File: config.mk
export PLATFORM = sky130hd
export DESIGN_NAME = seg7_scan_driver
export DESIGN_NICKNAME = d
export VERILOG_FILES = /design/src/rtl/seg7_scan_driver.sv
export SDC_FILE = /design/constraint.sdc
export NUM_CORES = 1
export LEC_CHECK = 0
export CAP_MARGIN = 0
export CORE_AREA = 2 2 117 119
export CTS_CLUSTER_DIAMETER = 40
export DETAILED_ROUTE_END_ITERATION = 8
export DIE_AREA = 0 0 119 121
export DONT_BUFFER_PORTS = 1
export GPL_TIMING_DRIVEN = 0
export PLACE_DENSITY = 0.5
export SLEW_MARGIN = 20
export SYNTH_ARGS = -nofsm -noshare
export SYNTH_HDL_FRONTEND = slang
export SYNTH_SLANG_ARGS = --single-unit
File: constraint.sdc
create_clock -name clk -period 8.9 [get_ports clk]
set_clock_uncertainty 0.2 [all_clocks]
set_input_delay 0.445 -clock clk [delete_from_list [all_inputs] [get_ports clk]]
set_output_delay 0.445 -clock clk [all_outputs]
set_load 0.05 [all_outputs]
File: src/rtl/seg7_scan_driver.sv
// seg7_scan_driver: 8-digit multiplexed BCD seven-segment scanner with frame-synchronous reload
module seg7_scan_driver #(
    parameter int PRESCALE = 100000
) (
    input  logic        clk,
    input  logic        rst,
    input  logic        load,
    input  logic [31:0] digits_in,
    input  logic [7:0]  blank_in,
    output logic        ready,
    output logic [6:0]  seg,
    output logic [7:0]  anodes,
    output logic        frame_done
);
    localparam int CW = $clog2(PRESCALE);
    logic [CW-1:0] cnt;
    logic [2:0]    idx;
    logic [31:0]   pend_digit, disp_digit;
    logic [7:0]    pend_blank, disp_blank;
    logic          tick, boundary;
    logic [3:0]    nib;
    logic [6:0]    dec;
    assign tick     = cnt == CW'(PRESCALE - 1);
    assign boundary = tick && idx == 3'd7;
    assign nib      = disp_digit[4*idx +: 4];
    // active-low {g..a} pattern for the nibble of the current slot; 10-15 show a dash
    always_comb begin
        dec = 7'b0111111;
        case (nib)
            4'd0: dec = 7'b1000000;
            4'd1: dec = 7'b1111001;
            4'd2: dec = 7'b0100100;
            4'd3: dec = 7'b0110000;
            4'd4: dec = 7'b0011001;
            4'd5: dec = 7'b0010010;
            4'd6: dec = 7'b0000010;
            4'd7: dec = 7'b1111000;
            4'd8: dec = 7'b0000000;
            4'd9: dec = 7'b0010000;
            default: dec = 7'b0111111;
        endcase
    end
    // slot timing: prescaler, digit index and end-of-frame pulse
    always_ff @(posedge clk or posedge rst) begin
        if (rst) begin
            cnt        <= '0;
            idx        <= '0;
            frame_done <= 1'b0;
        end else begin
            cnt        <= tick ? '0 : cnt + 1'b1;
            idx        <= tick ? idx + 3'd1 : idx;
            frame_done <= boundary;
        end
    end
    // load handshake; display registers only swap at a frame boundary so a frame never tears
    always_ff @(posedge clk or posedge rst) begin
        if (rst) begin
            ready      <= 1'b1;
            pend_digit <= '0;
            pend_blank <= 8'hFF;
            disp_digit <= '0;
            disp_blank <= 8'hFF;
        end else if (boundary && !ready) begin
            disp_digit <= pend_digit;
            disp_blank <= pend_blank;
            ready      <= 1'b1;
        end else if (load && ready) begin
            pend_digit <= digits_in;
            pend_blank <= blank_in;
            ready      <= 1'b0;
        end
    end
    // registered drive; the last cycle of each slot is dark to stop ghosting into the next digit
    always_ff @(posedge clk or posedge rst) begin
        if (rst) begin
            anodes <= 8'hFF;
            seg    <= 7'h7F;
        end else begin
            anodes <= (tick || disp_blank[idx]) ? 8'hFF : ~(8'd1 << idx);
            seg    <= (tick || disp_blank[idx]) ? 7'h7F : dec;
        end
    end
endmodule

==> run_results.csv <==
group,metric,value,unit
outcome,status,"completed",
critical_path,cp-start-kind,"flop",
sta,grt_setup_unrepaired,"no",
die,core_area,13100,um2
final_layout,utilization,49.4,%
die,die_y,121,um
critical_path,worstPathArrival,2.64,ns
synthesis,synth_ff_type,"dfrtp_1",
clock_tree,worstSkewPairLatency,0.41,ns
hold_path,hold_path_class,"in -> reg",
final_layout,fillCellCount,1157,
sta,final_hold_viol_count,0,
synthesis,syn-num-nets,404,
synthesis,postSynthCellCount,348,
final_layout,nets,465,
sta,tightest_slew,0.707,ns
placed_design,gp_congestion,0.755,
drt,via_per_inst,4.91,
clock_tree,postCtsResizedCells,0,
placed_design,hpwlAfterDp,6.77,mm
sta,post-route-period-util,28.3,%
clock_tree,cts.sinks,117,
drt,drc,0,
placed_design,portBuffers,0,
pwr,p_leak,2.95,nW
pwr,ir_worst_vdd,0.112,mV
drt,vias,2934,
synthesis,async_flop_share,100,%
grt,grt_max_degree,77,
die,num_rows,42,
critical_path,max_stage_delay,0.41,ns
final_layout,antenna_cells,0,
synthesis,syn-cell-area,5110,um2
drt,drtIter0Drc,154,
final_layout,syn_to_final_growth,26.5,%
die,ioPinCount,60,
clock_tree,h-tree-depth,4,
critical_path,path_cells,"buf_2, buf_2, mux4_2, mux2i_1, inv_1, ha_1, mux2i_1, a32oi_1",
synthesis,netlist-cell-type-count,44,
critical_path,crit_type,"reg -> reg",
clock_tree,clockBufferDepth,2,
sta,fmax,397,MHz
critical_path,critPathMaxFanout,10,
final_layout,final_cell_mix,"dfrtp_1, mux2_2, dlygate4sd3_1, dfstp_2, clkbuf_16",
clock_tree,clk_pin_slew,0.05,ns
drt,drt_first_pass_iters,4,
synthesis,yosysSeqAreaShare,58.1,%
grt,grt_pass1_vias,3054,
pwr,power_per_cell_area,209,nW/um2
sta,drv_slew,0,
die,die_w,119,um
synthesis,synth_edf_count,0,
sta,final.setup.tns,0,ns
sta,final.min_clock_period,2.52,ns
critical_path,crit_slowest_cell,"mux2i_1",
clock_tree,tritoncts,"done",
clock_tree,post_cts_buffers,0,
die,dieArea,14400,um2
drt,drt-total-wl,9.97,mm
final_layout,drive_above_1_share,41.8,%
sta,maxSlewHeadroom,52.9,%
die,start_util,39.1,%
run,drv_cap,0,
synthesis,ys_ff_latch,117,
critical_path,end_kind,"flop",
grt,grt_pass1_wl,16.2,mm
synthesis,ys_warn_count,0,
clock_tree,cts_hold_buf,41,
sta,setup-violations-final,0,
drt,ant_nets,0,
grt,grtUsageTotal,15.1,%
grt,antenna_found_initial,0,
clock_tree,cts_buffers,17,
grt,overflow,0,
drt,routedWlPerCell,16.7,um
synthesis,syn_avg_cell_area,14.7,um2
clock_tree,ctsRootBufferMaster,"clkbuf_16",
final_layout,final_common_cell,"dfrtp_1",
critical_path,cp.required,9.02,ns
-- sequential cells by signal (all words and copies together) (netlist names) --
register / cells
disp_digit: 32
pend_digit: 32
cnt: 17
ready: 1
pend_blank: 8
seg: 7
idx: 3
disp_blank: 8
anodes: 8
frame_done: 1
-- report_power, final --
part           switching [W]  internal, W
sequential                 0     0.000533
clock               0.000231     0.000560
combinational      0.0000129    0.0000135
total               0.000244      0.00111
-- worst max-delay path, delay by kind of cell (launching register included) --
kind	cells	cell delay [ns]
muxes	3	0.90
buffers and inverters	3	0.67
DFF	1	0.36
adders and majority gates	1	0.21
AOI/OAI and AO/OA	1	0.09
-- final cells by class --
class | count | area (um2) | share of cell area (%)
inverter | 11 | 46.3 | 0.716
sequential | 117 | 2970 | 45.9
clock inverter | 8 | 193 | 2.98
buffer | 13 | 97.6 | 1.51
tap | 176 | 220 | 3.41
timing repair buffer | 42 | 438 | 6.77
clock buffer | 23 | 498 | 7.70
multi-input combinational | 207 | 2010 | 31.0
-- path summary, 6_finish.rpt --
path                                    start                        end  slack [ns]  depth (start not counted)
max                        idx[2]$_DFFE_PP0N_           seg[3]$_DFF_PP1_        6.38                          8
min                                      load  pend_blank[6]$_DFFE_PP1P_        0.16                          2
max reg2reg                idx[2]$_DFFE_PP0N_           seg[3]$_DFF_PP1_        6.38                          8
min reg2reg                  cnt[0]$_DFF_PP0_           cnt[0]$_DFF_PP0_        0.29                          1
max in group asynchronous                 rst  pend_blank[6]$_DFFE_PP1P_        7.46                          3
min in group asynchronous                 rst          cnt[10]$_DFF_PP0_        0.33                          2
-- stage by stage --
step / worst slack [ns] / cell area [um2] / std cells / hold slack, ns / total power (W)
3_3_place_gp: 3.86 / 5330 / 524 / 0.268 / 0.000553
5_1_grt: 6.16 / 6470 / 597 / 0.157 / 0.00139
2_1_floorplan: 5.21 / 5110 / 348 / 0.253 / 0.000550
3_5_place_dp: 6.37 / 5370 / 525 / 0.144 / 0.000554
6_report: 6.38 / 6470 / 597 / 0.164 / 0.00135
4_1_cts: 6.35 / 6470 / 597 / 0.156 / 0.00137
-- logic make-up after synthesis --
group           after synthesis  synth area share [%]
xor+xnor                     14                  2.40
flops                       117                  58.1
buf+inv                      24                  2.72
compound gates               20                  2.89
simple gates                 61                  6.61
fa+ha+maj                    13                  3.18
mux                          99                  24.2
-- synth_stat cells (2+ instances only) --
master | instances | area [um2]
mux2_1 | 3 | 33.8
nor3_1 | 4 | 20.0
ha_1 | 13 | 163
and4_1 | 2 | 17.5
buf_1 | 4 | 15.0
o31ai_1 | 2 | 15.0
dfrtp_1 | 85 | 2130
o21ai_0 | 3 | 15.0
xnor2_1 | 7 | 61.3
xor2_1 | 7 | 61.3
inv_1 | 10 | 37.5
and2_1 | 4 | 25.0
nand3_1 | 10 | 50.1
a32oi_1 | 4 | 35.0
mux2_2 | 81 | 912
nand4_1 | 4 | 25.0
mux2_4 | 2 | 30.0
or4_1 | 2 | 15.0
buf_2 | 2 | 10.0
mux4_2 | 10 | 225
mux2i_1 | 2 | 20.0
a21oi_1 | 4 | 20.0
dfstp_2 | 32 | 841
o21ai_1 | 2 | 10.0
buf_6 | 6 | 67.6
nand2_1 | 11 | 41.3
nor2_1 | 15 | 56.3
-- layer usage --
layer  up-vias  wire length, um  track usage (%)
li1       1373                -                -
met1      1494             4530             19.3
met2        58             4800             23.6
met3         9              498             5.45
met4         0              151             5.65
met5         -                0                0
No activity file was read; power rests on OpenSTA's default activity.
